File: src/rtl/hm_mr.sv
// hm_mr: PCIe TRN (64-bit) memory-read request generator; drains and discards all RX traffic.
// Optional build macro HM_MR_ADDR_INC_EN walks the read address through the ADDR_MASK window.
module hm_mr #(
    parameter logic [31:0] ADDR_BASE = 32'h0000_0000,
    parameter logic [31:0] ADDR_MASK = 32'h0000_0FFC,
    parameter int unsigned GAP       = 8
) (
    input  logic        trn_clk,
    input  logic        sys_rst,
    input  logic        trn_reset_n,
    input  logic        trn_lnk_up_n,

    output logic [63:0] trn_td,
    output logic        trn_tsof_n,
    output logic        trn_teof_n,
    output logic        trn_trem_n,
    output logic        trn_tsrc_rdy_n,
    input  logic        trn_tdst_rdy_n,
    input  logic [5:0]  trn_tbuf_av,
    input  logic        trn_tcfg_req_n,
    input  logic        trn_terr_drop_n,
    output logic        trn_tsrc_dsc_n,
    output logic        trn_terrfwd_n,
    output logic        trn_tstr_n,
    output logic        trn_tcfg_gnt_n,

    input  logic [63:0] trn_rd,
    input  logic        trn_rrem_n,
    input  logic        trn_rsof_n,
    input  logic        trn_reof_n,
    input  logic        trn_rsrc_rdy_n,
    input  logic        trn_rsrc_dsc_n,
    input  logic        trn_rerrfwd_n,
    input  logic [6:0]  trn_rbar_hit_n,
    output logic        trn_rdst_rdy_n,
    output logic        trn_rnp_ok_n,

    input  logic [7:0]  cfg_bus_number,
    input  logic [4:0]  cfg_device_number,
    input  logic [2:0]  cfg_function_number,

    output logic [15:0] stat_trn_cpt_tx
);

    typedef enum logic [1:0] {
        S_IDLE,
        S_HDR,
        S_ADR,
        S_GAP
    } state_t;

    localparam logic [31:0] ADDR_INIT = {ADDR_BASE[31:2], 2'b00};
    // MRd, 32-bit address, TC0, no TD/EP, attr 0, length 1 DW.
    localparam logic [31:0] DW0       = 32'h0000_0001;
    localparam logic [15:0] GAP_LOAD  = (GAP > 1) ? 16'(GAP - 1) : 16'd0;

    state_t      state_q, state_nxt;
    logic [63:0] td_q, td_nxt;
    logic        tsof_n_q, tsof_n_nxt;
    logic        teof_n_q, teof_n_nxt;
    logic        trem_n_q, trem_n_nxt;
    logic        tsrc_rdy_n_q, tsrc_rdy_n_nxt;
    logic [7:0]  tag_q, tag_nxt;
    logic [31:0] addr_q, addr_nxt;
    logic [15:0] cnt_q, cnt_nxt;
    logic [15:0] gap_q, gap_nxt;
    logic [31:0] addr_step;

`ifdef HM_MR_ADDR_INC_EN
    assign addr_step = ADDR_INIT | ((addr_q + 32'd4) & ADDR_MASK);
`else
    assign addr_step = ADDR_INIT;
`endif

    // Requester ID is captured into td at HDR entry, so it stays stable through any stall.
    always_comb begin
        // NOTE: every next-state variable gets its hold value first so no path can infer a latch.
        state_nxt      = state_q;
        td_nxt         = td_q;
        tsof_n_nxt     = tsof_n_q;
        teof_n_nxt     = teof_n_q;
        trem_n_nxt     = trem_n_q;
        tsrc_rdy_n_nxt = tsrc_rdy_n_q;
        tag_nxt        = tag_q;
        addr_nxt       = addr_q;
        cnt_nxt        = cnt_q;
        gap_nxt        = gap_q;

        if (!trn_reset_n) begin
            // Core reset clears the transmitter but keeps the statistics counter.
            state_nxt      = S_IDLE;
            td_nxt         = 64'h0;
            tsof_n_nxt     = 1'b1;
            teof_n_nxt     = 1'b1;
            trem_n_nxt     = 1'b0;
            tsrc_rdy_n_nxt = 1'b1;
            tag_nxt        = 8'h00;
            addr_nxt       = ADDR_INIT;
            gap_nxt        = 16'h0;
        end else begin
            case (state_q)
                S_IDLE: begin
                    if (!trn_lnk_up_n && (trn_tbuf_av != 6'd0)) begin
                        state_nxt      = S_HDR;
                        tsrc_rdy_n_nxt = 1'b0;
                        tsof_n_nxt     = 1'b0;
                        teof_n_nxt     = 1'b1;
                        trem_n_nxt     = 1'b0;
                        td_nxt         = {DW0, cfg_bus_number, cfg_device_number,
                                          cfg_function_number, tag_q, 4'b0000, 4'b1111};
                    end
                end
                S_HDR: begin
                    if (!trn_tdst_rdy_n) begin
                        state_nxt  = S_ADR;
                        tsof_n_nxt = 1'b1;
                        teof_n_nxt = 1'b0;
                        trem_n_nxt = 1'b1;
                        td_nxt     = {addr_q[31:2], 2'b00, 32'h0};
                    end
                end
                S_ADR: begin
                    if (!trn_tdst_rdy_n) begin
                        state_nxt      = S_GAP;
                        tsrc_rdy_n_nxt = 1'b1;
                        teof_n_nxt     = 1'b1;
                        trem_n_nxt     = 1'b0;
                        td_nxt         = 64'h0;
                        cnt_nxt        = cnt_q + 16'd1;
                        tag_nxt        = tag_q + 8'd1;
                        addr_nxt       = addr_step;
                        gap_nxt        = GAP_LOAD;
                    end
                end
                S_GAP: begin
                    if (gap_q == 16'd0) begin
                        state_nxt = S_IDLE;
                    end else begin
                        gap_nxt = gap_q - 16'd1;
                    end
                end
                default: state_nxt = S_IDLE;
            endcase
        end
    end

    always_ff @(posedge trn_clk or posedge sys_rst) begin
        if (sys_rst) begin
            state_q      <= S_IDLE;
            td_q         <= 64'h0;
            tsof_n_q     <= 1'b1;
            teof_n_q     <= 1'b1;
            trem_n_q     <= 1'b0;
            tsrc_rdy_n_q <= 1'b1;
            tag_q        <= 8'h00;
            addr_q       <= ADDR_INIT;
            cnt_q        <= 16'h0;
            gap_q        <= 16'h0;
        end else begin
            // NOTE: sequential state uses non-blocking assignments so all registers update together.
            state_q      <= state_nxt;
            td_q         <= td_nxt;
            tsof_n_q     <= tsof_n_nxt;
            teof_n_q     <= teof_n_nxt;
            trem_n_q     <= trem_n_nxt;
            tsrc_rdy_n_q <= tsrc_rdy_n_nxt;
            tag_q        <= tag_nxt;
            addr_q       <= addr_nxt;
            cnt_q        <= cnt_nxt;
            gap_q        <= gap_nxt;
        end
    end

    assign trn_td          = td_q;
    assign trn_tsof_n      = tsof_n_q;
    assign trn_teof_n      = teof_n_q;
    assign trn_trem_n      = trem_n_q;
    assign trn_tsrc_rdy_n  = tsrc_rdy_n_q;
    assign stat_trn_cpt_tx = cnt_q;

    assign trn_tsrc_dsc_n  = 1'b1;
    assign trn_terrfwd_n   = 1'b1;
    assign trn_tstr_n      = 1'b1;
    assign trn_tcfg_gnt_n  = 1'b0;
    assign trn_rdst_rdy_n  = 1'b0;
    assign trn_rnp_ok_n    = 1'b0;

    // Receive side and config-request/drop indications are intentionally ignored.
    logic unused_inputs;
    assign unused_inputs = ^{trn_tcfg_req_n, trn_terr_drop_n, trn_rd, trn_rrem_n, trn_rsof_n,
                             trn_reof_n, trn_rsrc_rdy_n, trn_rsrc_dsc_n, trn_rerrfwd_n,
                             trn_rbar_hit_n, addr_q[1:0]};

endmodule

File: config.mk
export PLATFORM = sky130hd
export DESIGN_NAME = hm_mr
export DESIGN_NICKNAME = d
export VERILOG_FILES = /design/src/rtl/hm_mr.sv
export SDC_FILE = /design/constraint.sdc
export NUM_CORES = 1
export LEC_CHECK = 0
export ABC_AREA = 1
export CELL_PAD_IN_SITES_DETAIL_PLACEMENT = 0
export CELL_PAD_IN_SITES_GLOBAL_PLACEMENT = 1
export CORE_UTILIZATION = 26
export DETAILED_ROUTE_END_ITERATION = 12
export PLACE_DENSITY = 0.77
export SETUP_SLACK_MARGIN = 0.4
export SYNTH_ARGS = -nofsm -noshare
export SYNTH_HDL_FRONTEND = slang
export SYNTH_SLANG_ARGS = --single-unit
File: constraint.sdc
create_clock -name trn_clk -period 2.4 [get_ports trn_clk]
set_input_delay 0.48 -clock trn_clk [delete_from_list [all_inputs] [get_ports trn_clk]]
set_output_delay 0.48 -clock trn_clk [all_outputs]
set_load 0.005 [all_outputs]
## After elaboration in Yosys (flattened, before gate mapping)

Index checks and enable logic that the tools add are counted.

- Add/subtract/negate cells: 3
- Equality and inequality tests: 14
- Multiplexer cells: 33
- Bitwise gates (word level): 1
- Reduce and logical (&&, ||, !) cells: 12

Operator list:

| cell | count |
|---|---|
| $mux W64 | 4 |
| $pmux W64 S3 | 1 |
| $mux W32 | 3 |
| $mux W16 | 3 |
| $pmux W16 S2 | 1 |
| $mux W8 | 3 |
| $add A16 B1 Y16 const B | 1 |
| $logic_not A16 Y1 | 1 |
| $sub A16 B1 Y16 const B | 1 |
| $ne A3 B3 Y1 const B | 5 |
| $reduce_and A3 Y1 | 4 |
| $mux W2 | 5 |
| $ne A3 B1 Y1 const B | 3 |
| $add A8 B1 Y8 const B | 1 |
| $mux W1 | 8 |
| $pmux W2 S4 | 1 |
| $reduce_and A4 Y1 | 2 |
| $pmux W1 S3 | 2 |
| $reduce_bool A6 Y1 | 1 |
| $eq A2 B2 Y1 const B | 2 |
| $ne A4 B1 Y1 const B | 1 |
| $pmux W1 S2 | 2 |
| $eq A2 B1 Y1 const B | 1 |
| $logic_not A2 Y1 | 1 |
| 6 further kinds | 6 |

- Flip-flop bits (word level): 142
- Output and inout bits: 90
- Word-level logic and storage cells: 73

## Longest topological paths before layout

Gate-level depths: netlist (run 1).

- Depth in word-level cells: 5
- Gate-level depth with buffers: 11

## Worst setup path before layout (run 1)

OpenSTA, ideal clock, no wires.

- Kind: register -> register
- Start: register state_q[0]
- End: register gap_q[10]
- Library setup time: 0.117 ns
- Arrival: 1.493 ns
- Required time: 2.283 ns
- Setup slack: 0.790 ns
- Cell stages (with the launch flop): 11
- Path buffers: 1
- Clock period less this slack: 1.610 ns
- Path through: dfrtp_1 inv_1 ha_1 nor2_4 nor2_4 a21oi_4 inv_1 nand2_4 buf_6 nand2_1 nand2_1

- Longest elaborated chain between the ends: 3

RTL lines:

| item | line | RTL |
|---|---|---|
| from (decl) | 57 | `state_t state_q, state_nxt;` |
| from (signal assigned) | 161 | `state_q <= state_nxt;` |
| $eq A2 B2 Y1 | 101 | `case (state_q)` |
| $ne A3 B1 Y1 (no line) (tied with other cells) | -- |  |
| $reduce_and A3 Y1 (no line) or $mux W16 (tied branches) | -- |  |
| to (signal assigned) | 170 | `gap_q <= gap_nxt;` |
| to (decl) | 66 | `logic [15:0] gap_q, gap_nxt;` |

Several ways; a longest one is shown, not always the timed one.
A chain may end at the register's enable or synchronous reset.

## Worst setup path in the final report (run 1)

- Start: register tsrc_rdy_n_q, in the netlist trn_tsrc_rdy_n
- End: output port trn_tsrc_rdy_n

RTL lines:

| item | line | RTL |
|---|---|---|
| from (decl) | 62 | `logic tsrc_rdy_n_q, tsrc_rdy_n_nxt;` |
| from (signal assigned) | 166 | `tsrc_rdy_n_q <= tsrc_rdy_n_nxt;` |
| to (decl) | 17 | `output logic trn_tsrc_rdy_n,` |

No word-level cell between the ends.

==> flow_summary.ini, run 1 <==
[logic_synthesis]
yosys_register_bits = 71
netlist_area_um2 = 4050
ys_warn_count = 0
ys.flop_type = dfrtp_1
synth_edf_count = 0
yosysSeqAreaShare_pct = 44.0
yosys-top-cells-area = dfrtp_1 42%, nand2_1 17%, buf_4 8.3%
postSynthCellCount = 518
syn_avg_cell_area_um2 = 7.82
ys_types = 31
ys_async_sr_fraction_pct = 100
yosysTopAreaCell = dfrtp_1
synth_top_area_share_pct = 42.0

[critical_path]
slowest_stage = dfstp_2
slowest_delay_ps = 530
r2r-start = state_q[0]$_DFFE_PP0P_
path_cells = clkdlybuf4s50_1
rrSetupSlack_ps = 590
r2r_cells = 8
crit_buf_inv = 1
worstPathRequired_ps = 1920
cp_data_arrival_time_ps = 1390
r2r-end = trn_td[22]$_DFFE_PP0P_
critPathCaptureType = output port
start_kind = flop
crit_family = flip-flops
crit_path_max_fanout = 2
worstSetupPathType = reg2out

[finish]
fin_nets = 710
diodes = 0
drive_above_1_share_pct = 8.32
fill_cells = 1598
area_growth_pct = 27.6
fin_util_pct = 34.0

[worst_hold_path]
hp-class = reg2reg
min_from = trn_teof_n$_DFFE_PP1P_
hold_depth = 2
min_to = trn_teof_n$_DFFE_PP1P_

[floorplan]
fp.dieW_um = 127
row_count = 45
dieHeight_um = 127
coreArea_um2 = 15200
die_area_um2 = 16100
io_pins = 196
start_util_pct = 26.6

[clock_network]
cts_hold_buffers = 0
clk_latency_ps = 330
cts_sinks = 71
clk_path_buf_depth = 2
cts_root_buffer = clkbuf_16
htreeDepth = 3
tritoncts = yes
numCtsBuffers = 9
clk_pin_slew_worst_paths_ps = 60

[placement]
portBuffers = 75
gp_congestion = 0.777
dpl.hpwl_um = 6340

[route]
vias = 3288
first_iter_violations = 156
routed_via_density = 4.17
wirelength_um = 8860
wire_per_inst_um = 11.2
first_pass_iters = 4
remaining_drc_errors = 0
drtAntennaViolNets = 0

[pwr]
p_sw_share_pct = 34.1
power.share.clock_pct = 28.6
power.total_w = 0.00491
ir_drop_uv = 406
seqPwrFrac_pct = 34.6
p_switching_w = 0.00168
combPwrFrac_pct = 36.8
internal_power_w = 0.00323
p_per_area_nw_per_um2 = 950
p_leak_nw = 2.62

[timing]
rsz0062_at_grt = no
timing.hold.ws_ps = 468
totalNegativeSetupSlack_ps = 0
max_freq_ghz = 0.534
hold_violations = 0
drv_slew = 0
min_period_over_period_pct = 78.0
period_needed_ps = 1870
final-setup-viol-count = 0
fin_skew_ps = 6.72

[global_route]
antenna_found_initial = 0
grt_max_degree = 72
grt-ovfl-total = 0
grt_pass1_vias = 3286
grt_pass1_wl_um = 15100
grtUsageTotal_pct = 11.8

[run_status]
status = completed

[job]
drv_cap = 0
==> per-stage QoR <==
step | area (um2) | std cells | setup WS [ps]
after floorplan | 4200 | 557 | 790
after global routing | 5170 | 789 | 395
after CTS | 5140 | 786 | 441
after detailed placement | 4820 | 771 | 86.1
after global placement | 4820 | 771 | 122
final | 5170 | 789 | 529
==> what timing repair did <==
| item | 4_1_cts | 5_1_grt |
|---|---|---|
| gates resized for setup | 0 | 4 |
| endpoints found under the setup margin | 0 | 31 |
| buffers inserted | 0 | 3 |
==> state kept, by name, summed over array words and instances, names as in the netlist <==
signal and flops:
trn_tsrc_rdy_n 1, trn_tsof_n 1, stat_trn_cpt_tx 16, trn_teof_n 1, trn_trem_n 1, tag_q 8
trn_td 25, state_q 2, gap_q 16
==> cell type report <==
type                       instances  area (um2)  share of cell area, %
multi-input combinational        385        1820                   35.3
sequential                        71        1780                   34.5
timing repair buffer              85         841                   16.3
tap                              188         235                   4.55
clock buffer                       9         225                   4.36
inverter                          45         175                   3.39
clock inverter                     6        86.3                   1.67
==> kinds of logic after synthesis <==
family          Yosys count  synth area share [%]
simple gates            298                  32.0
buf+inv                 101                  14.7
flops                    71                  44.0
compound gates           22                  3.24
xor+xnor                 17                  3.68
fa+ha+maj                 7                  2.16
other cells               2                 0.185
==> Yosys cell counts (3+ instances only) <==
cell       n
buf_2      3
buf_4     45
buf_6      6
dfrtp_1   68
dfstp_2    3
ha_1       7
inv_1     42
inv_2      3
nand2_1  178
nand2_2    4
nand3_1   51
nand4_1    8
nor2_1    38
nor2_4     6
nor3_1     7
o21ai_0   13
xnor2_1    9
xor2_1     8
==> power groups by stage <==
| stage | Clock (W) | Combinational (W) | Sequential [W] |
|---|---|---|---|
| finish | 0.00140 | 0.00181 | 0.00170 |
| global route | 0.00150 | 0.00204 | 0.00175 |
| CTS | 0.00145 | 0.00183 | 0.00170 |
| detailed placement | 0 | 0.00181 | 0.00172 |
| global placement | 0 | 0.00179 | 0.00170 |
| floorplan | 0 | 0.00111 | 0.00171 |
==> metal layers <==
layer / vias up / wire (um) / track usage (%)
met3: 10 / 376 / 3.63
met2: 65 / 4240 / 20.4
li1: 1682 / - / -
met4: 0 / 125 / 4.41
met1: 1531 / 4120 / 13.6
met5: - / 0 / 0
==> worst max-delay path by stage <==
stage	from	endpoint	slack [ps]	depth (start not counted)
after global routing	state_q[0]$_DFFE_PP0P_	trn_td[22]$_DFFE_PP0P_	400	8
after CTS	trn_reset_n	trn_td[29]$_DFFE_PP0P_	440	10
after floorplan	state_q[0]$_DFFE_PP0P_	gap_q[10]$_DFFE_PP0P_	790	10
final	trn_tsrc_rdy_n$_DFFE_PP1P_	trn_tsrc_rdy_n	530	1
after detailed placement	trn_reset_n	trn_td[20]$_DFFE_PP0P_	90	10
after global placement	trn_reset_n	trn_td[8]$_DFFE_PP0P_	120	10
==> layout by cell type (no fill, tap or decap), drive strengths merged, types with 2 or more instances in the layout <==
cell type	synthesis	layout
clkbuf	2	9
xor2	8	8
inv	45	44
nand4	8	8
dfrtp	68	68
ha	7	7
clkinvlp	0	2
nor3	7	7
nor2	45	45
xnor2	9	9
conb	2	41
bufinv	0	2
nand2	184	184
dfstp	3	3
buf	54	10
o21ai	14	14
clkdlybuf4s50	0	74
clkinv	0	3
a21oi	3	3
nand3	52	52
o22ai	2	2
o211ai	2	2
(Power assumes the default switching activity.)
==> run 2, diff against run 1 <==
- clock period: 2.4 -> 1.64 ns (I/O delays scaled with it)
==> run 2 against run 1 <==
Register-to-register slack worse by 510 ps. Critical path depth grew 7. Global-route usage increased by 0.69 points. Die area stayed put. Sequential power increased by 48%. Non-clock buffer count rose by 63. Critical path type is now reg2reg. Largest cell class unchanged. Highest routed layer unchanged.
==> flow_summary.ini, run 2 (synthesis gave the netlist of run 1 again) <==
[route]
first_iter_violations = 90
vias = 3639
routed_via_density = 4.26
wirelength_um = 10400
remaining_drc_errors = 0
first_pass_iters = 4
drtAntennaViolNets = 0
wire_per_inst_um = 12.1

[global_route]
grt_pass1_vias = 3475
grtUsageTotal_pct = 12.4
grt-ovfl-total = 0
antenna_found_initial = 0
grt_max_degree = 38
grt_pass1_wl_um = 16000

[finish]
final_common_cell = nand2_1
area_growth_pct = 48.3
fin_nets = 776
drive_above_1_share_pct = 37.4
fill_cells = 1540
largest_reg_flops = 25
final_cell_mix = 124 x nand2_1, 68 x dfrtp_1, 47 x buf_4, 41 x conb_1, 40 x nand3_1
diodes = 0

[clock_network]
cts_root_buffer = clkbuf_16
clk_path_buf_depth = 2
htreeDepth = 3
cts_sinks = 71
clk_pin_slew_worst_paths_ps = 50
cts_hold_buffers = 0
numCtsBuffers = 9
tritoncts = yes
clk_latency_ps = 330

[floorplan]
coreArea_um2 = 15200
io_pins = 196
dieHeight_um = 127
die_area_um2 = 16100
row_count = 45
fp.dieW_um = 127
start_util_pct = 26.6

[timing]
min_period_over_period_pct = 95.0
max_freq_ghz = 0.642
hold_violations = 0
final-setup-viol-count = 0
setup_ws_ps = 82.5
rsz0062_at_grt = yes
fin_skew_ps = 5.09
timing.hold.ws_ps = 303
period_needed_ps = 1560
drv_slew = 0

[worst_hold_path]
hp-class = in2async

[critical_path]
start_kind = flop
critPathCaptureType = flop
worstSetupPathType = reg2reg
r2r_cells = 8
cp_data_arrival_time_ps = 1780
crit_path_max_fanout = 7
worstPathRequired_ps = 1860

[placement]
portBuffers = 75
dpl.hpwl_um = 6550
gp_congestion = 0.778
post-place-ws_ps = -360

[pwr]
ir_drop_uv = 609
p_per_area_nw_per_um2 = 1380
p_leak_nw = 3.24

[run_status]
status = completed

[job]
drv_cap = 0
run 2: cell count changes in the layout (fill, tap and decap cells not counted), moves of 27 or more:
cell	previous run	this run
clkdlybuf4s50_1	74	25
buf_2	0	38
buf_4	9	47
nand2_1	178	124
nand2_2	4	39
buf_6	0	27
run 2: per-stage QoR:
step                instance area, um2  TNS (ps)  std cells  total power [W]  util (%)
detailed placement                5100    -15070        795          0.00545      33.5
floorplan                         4290         0        557          0.00432         -
finish                            6010         0        854          0.00827      39.5
CTS                               5560         0        840          0.00740      36.6
global placement                  5100    -14480        795          0.00539      33.5
global route                      6010     -10.0        854          0.00885      39.5
run 2: repair_timing:
action	in CTS	in global routing
buffers inserted	30	9
hold endpoints to repair	0	0
gates cloned	1	5
pin swaps	17	13
resized for setup	234	101
setup endpoints to repair	120	83
run 2: cell type report:
type,instances,area (um2),area share [%]
Timing Repair inverter,2,20.0,0.333
Inverter,45,188,3.13
Sequential cell,71,1780,29.6
Clock inverter,2,10.0,0.167
Multi-Input combinational cell,386,2260,37.6
Clock buffer,12,236,3.94
Tap cell,188,235,3.92
Timing Repair Buffer,148,1270,21.2
run 2: final timing paths:
kind,from,end,slack [ps]
worst max-delay path,state_q[1]$_DFFE_PP0P_,trn_td[17]$_DFFE_PP0P_,80
worst min-delay path,sys_rst,trn_td[18]$_DFFE_PP0P_,300
worst max register to register,state_q[1]$_DFFE_PP0P_,trn_td[17]$_DFFE_PP0P_,80
worst min register to register,trn_tsof_n$_DFFE_PP1P_,trn_tsof_n$_DFFE_PP1P_,470
max in group asynchronous,sys_rst,trn_tsof_n$_DFFE_PP1P_,790
min in group trn_clk,trn_reset_n,trn_tsof_n$_DFFE_PP1P_,420
run 2: report_power, final:
group	internal [W]	switching (W)	leakage (nW)
clock	0.00100	0.000699	0.122
combinational	0.00188	0.00217	2.18
sequential	0.00219	0.000327	0.938
total	0.00507	0.00320	3.24
run 2: worst max-delay path: stages, from the launching register on:
cell       delay, ps
dfrtp_1          410
inv_2             70
ha_4             290
nor3_4            50
nor2_4           160
nand2_8          140
clkbuf_16        210
nand2_2           60
nand2_1           50
run 2: routing by layer:
layer,track usage (%),routed length [um],vias to the layer above
li1,-,-,1824
met1,14.4,4670,1737
met2,21.9,5200,72
met3,4.22,406,6
met4,3.22,78,0
met5,0,0,-
